$ cat config.mk
export PLATFORM = sky130hd
export DESIGN_NAME = mult_datapath
export DESIGN_NICKNAME = d
export VERILOG_FILES = /design/src/rtl/mult_datapath.sv
export SDC_FILE = /design/constraint.sdc
export NUM_CORES = 1
export LEC_CHECK = 0
export CAP_MARGIN = 30
export CORE_AREA = 4 4 71 73
export DETAILED_ROUTE_END_ITERATION = 8
export DIE_AREA = 0 0 75 77
export PLACE_DENSITY = 0.63
export SYNTH_ARGS = -nofsm -noshare
export SYNTH_HDL_FRONTEND = slang
export SYNTH_SLANG_ARGS = --single-unit
export TNS_END_PERCENT = 30
$ cat constraint.sdc
create_clock -name Clk -period 4.15 [get_ports Clk]
set_input_delay 0.83 -clock Clk [delete_from_list [all_inputs] [get_ports Clk]]
set_output_delay 0.83 -clock Clk [all_outputs]
set_load 0.005 [all_outputs]
$ cat src/rtl/mult_datapath.sv
// mult_datapath: X:A:B register datapath for an 8x8 signed shift-add multiplier.
// The external controller sequences LoadB/goToB/Add/Sub/Shift; this block only
// holds the X (sign extension), A (upper byte) and B (multiplier/lower byte) state.
// Optional build macro MULT_SHIFTCNT_EN adds a saturating shift counter that drives Done;
// without it Done is tied low and no counter is built.
module mult_datapath (
    input  logic       Clk,
    input  logic       Reset,
    input  logic       LoadB,
    input  logic       goToB,
    input  logic       Add,
    input  logic       Sub,
    input  logic       Shift,
    input  logic [7:0] Switches,
    output logic [7:0] Aval,
    output logic [7:0] Bval,
    output logic       X,
    output logic       M,
    output logic       Done
);

    logic       x_q;
    logic [7:0] a_q;
    logic [7:0] b_q;
    logic [8:0] add_res;
    logic [8:0] sub_res;
    logic       do_shift;

    // 9-bit sign-extended sum/difference; the carry out of bit 8 is simply dropped
    always_comb begin
        add_res = {a_q[7], a_q} + {Switches[7], Switches};
        sub_res = {a_q[7], a_q} - {Switches[7], Switches};
    end

    // Shift takes effect only when no higher-priority control is asserted
    assign do_shift = Shift & ~LoadB & ~goToB & ~Sub & ~Add;

    // Datapath registers, one action per cycle in priority LoadB > goToB > Sub > Add > Shift
    always_ff @(posedge Clk or posedge Reset) begin
        if (Reset) begin
            x_q <= 1'b0;
            a_q <= 8'h00;
            b_q <= 8'h00;
        end else if (LoadB) begin
            x_q <= 1'b0;
            a_q <= 8'h00;
            b_q <= Switches;
        end else if (goToB) begin
            x_q <= 1'b0;
            a_q <= 8'h00;
        end else if (Sub) begin
            if (b_q[0]) {x_q, a_q} <= sub_res;
        end else if (Add) begin
            if (b_q[0]) {x_q, a_q} <= add_res;
        end else if (Shift) begin
            a_q <= {x_q, a_q[7:1]};
            b_q <= {a_q[0], b_q[7:1]};
        end
    end

`ifdef MULT_SHIFTCNT_EN
    logic [3:0] cnt_q;

    // Shift counter: cleared at the start of a multiply, saturates at 8
    always_ff @(posedge Clk or posedge Reset) begin
        if (Reset) begin
            cnt_q <= 4'd0;
        end else if (LoadB || goToB) begin
            cnt_q <= 4'd0;
        end else if (do_shift && (cnt_q != 4'd8)) begin
            cnt_q <= cnt_q + 4'd1;
        end
    end

    assign Done = (cnt_q == 4'd8);
`else
    logic unused_shift;
    assign unused_shift = do_shift;
    assign Done = 1'b0;
`endif

    assign Aval = a_q;
    assign Bval = b_q;
    assign X    = x_q;
    assign M    = b_q[0];

endmodule

==> results_dict.tcl <==
set metrics [dict create \
    grt_use_met2_pct 26.4 \
    fillers 418 \
    critPathArrivalTime_ns 3.11 \
    post-place-cells 285 \
    grt.overflow.total 0 \
    cts_setup_buffers 0 \
    clk_latency_ns 0.26 \
    dpl_worst_slack_ns 0.963 \
    place.gp.congestion 0.921 \
    synth_area_leader_cell "dfrtp_1" \
    use_met1_pct 26.5 \
    grt_pass1_wl_um 8180 \
    timing.critical_path.buf_inv 1 \
    r2r_slack_ns 1.82 \
    worstMarginPinSlew_ns 0.857 \
    area_growth_pct 20.0 \
    powerDensity_nw_per_um2 253 \
    required_ns 4.30 \
    post-route-drc-count 0 \
    grt_util_met3_pct 2.09 \
    synth.area.top_cells "dfrtp_1 24%, ha_1 11%, mux2i_1 6.2%, o21ai_0 4.2%, inv_1 3.6%" \
    max_freq_ghz 0.338 \
    crit_chain "clkdlybuf4s50_1 > o21a_1 > a211oi_4 > nor2_1 > a32o_2" \
    synth_mux_area_share_pct 6.80 \
    start_util_pct 41.0 \
    status "finished clean" \
    drive_gt1_share_pct 6.33 \
    synth_area_um2 1780 \
    end_kind "register" \
    finalSetupViolCount 0 \
    num_antenna_cells 0 \
    multiInputGateArea_um2 1210 \
    setup_tns_ns 0 \
    relSlewSlack_pct 42.7 \
    p_leak_uw 0.000881 \
    vdd_drop_max_uv 106 \
    clkTransAtPathRegs_ns 0.08 \
    cp_top_family "compound AO/OA/AOI/OAI gates" \
    maxSlewViolCount 0 \
    avgRoutedWirePerCell_um 16.7 \
    syn-num-nets 245 \
    synthTopCellsByCount "17 x dfrtp_1, 17 x inv_1, 17 x nand2_1, 16 x ha_1, 15 x o21ai_0" \
    synth_seq_area_share_pct 23.8 \
    fp-row-count 24 \
    ys.flop_type "dfrtp_1" \
    die_w_um 75 \
    clock_skew_ns 0.00421 \
    cts_resized 0 \
    initialDrtViolationCount 144 \
    min_path_type "reg -> reg" \
    ys_seq_elements 17 \
    register_area_um2 425 \
    port_buffers 32 \
    grt_antenna_before_repair 0 \
    grt-busiest-layer "met1" \
    coreArea_um2 4350 \
    synth_compound_area_share_pct 25.0 \
    timing.final.hold_violations 0 \
    synth_top_family_by_area "compound AO/OA/AOI/OAI gates" \
    critPathKind "in -> reg" \
    crit_slowest_cell "clkdlybuf4s50_1" \
    synth_edf_count 0 \
    clock-sinks 17 \
    cts_tree "done" \
    hold_buffers 0 \
    root_buffer "clkbuf_8" \
    cts_inserted_buffers 3 \
    grt_pass1_vias 1587 \
    via_count 1689 \
    grtUsageTotal_pct 17.8 \
    critical_path.max_fanout 21 \
    die-area_um2 5780 \
    clk_path_buf_depth 2 \
    dpl.hpwl_um 3670 \
    antenna_left 0 \
    max_cap_violations 0 \
    async_flop_share_pct 100 \
    synth_xor_area_share_pct 0.982 \
    ys_types 55 \
    synth_area_per_cell_um2 8.42 \
    synthSimpleGateAreaFrac_pct 21.3 \
    ioPinCount 34 \
    setup_ws_ns 1.19 \
    syn_inst 212 \
    vias_per_cell 5.84 \
    period_share_pct 71.3 \
    grt_max_degree 22 \
    htreeDepth 1 \
    critical-path-max-stage-delay_ns 0.85 \
    first_pass_iters 4 \
    synth_top_cell_area_share_pct 23.8 \
    synth_adder_area_share_pct 13.5 \
    finalCriticalPeriod_ns 2.96 \
    routed_wl_um 4820 \
    nNetsFinal 271 \
    yosysWarnings 0 \
    rsz0062_at_grt "false" \
    fin_cells 289 \
    crit_path_start_kind "input port" \
    die_y_um 77 \
]
power breakdown:
part	switching (uW)	internal, uW	total (uW)
logic	108	98.5	207
clock network	68.5	67.7	136
registers	18.5	179	198
total	195	345	541
layout by cell type (no fill, tap or decap), types with 3 or more instances in the layout:
cell type and instances:
a21oi_1 10, clkbuf_8 3, clkdlybuf4s50_1 32, dfrtp_1 17
ha_1 16, inv_1 17, mux2i_1 11, nand2_1 17
nand2b_1 8, nand3_1 6, nand3b_1 6, nor2_1 12
nor3_1 5, o211ai_1 5, o21a_1 4, o21ai_0 15
o21ai_1 3, or3_1 5
area by class of cell:
| type | instances | area share (%) |
|---|---|---|
| timing repair buffer | 33 | 15.3 |
| multi-input combinational | 166 | 56.5 |
| clock inverter | 1 | 0.351 |
| clock buffer | 3 | 1.93 |
| sequential | 17 | 19.9 |
| tap | 52 | 3.04 |
| inverter | 17 | 2.98 |
layer usage:
| metal | up-vias | wire [um] |
|---|---|---|
| li1 | 820 | - |
| met1 | 800 | 2210 |
| met2 | 59 | 2190 |
| met3 | 10 | 329 |
| met4 | 0 | 89 |
| met5 | - | 0 |
logic make-up after synthesis:
family / Yosys count
AOI/OAI and AO/OA: 63
other: 1
buffers and inverters: 29
xor gates and xnor gates: 2
adders and majority gates: 18
muxes: 12
and+or+nand+nor: 70
DFF: 17
stage by stage:
stage / hold WS [ns] / utilization, % / total power [uW] / area [um^2]
final: 0.590 / 49.2 / 541 / 2140
after global routing: 0.632 / 49.2 / 576 / 2140
after CTS: 0.599 / 49.2 / 544 / 2140
after detailed placement: 0.580 / 48.0 / 405 / 2090
after global placement: 0.568 / 48.0 / 405 / 2090
after floorplan: 0.529 / - / 329 / 1780
worst min-delay path, cell delays in order, from the launching register on:
cell     delay (ns)
dfrtp_1        0.43
nand2_1        0.07
o31ai_1        0.06
sequential cells by signal (all words and copies together) (netlist names):
name and count:
Aval 8, Bval 8, X 1
path summary, 6_finish.rpt:
path	startpoint	end	depth (start not counted)
max reg2reg	Aval[0]	X	8
min in group asynchronous	Reset	Bval[7]	2
min	Aval[0]	Aval[0]	2
min reg2reg	Aval[0]	Aval[0]	2
max	Add	Aval[7]	5
max in group asynchronous	Reset	Aval[3]	2
Power figures use the tool's default switching activity.
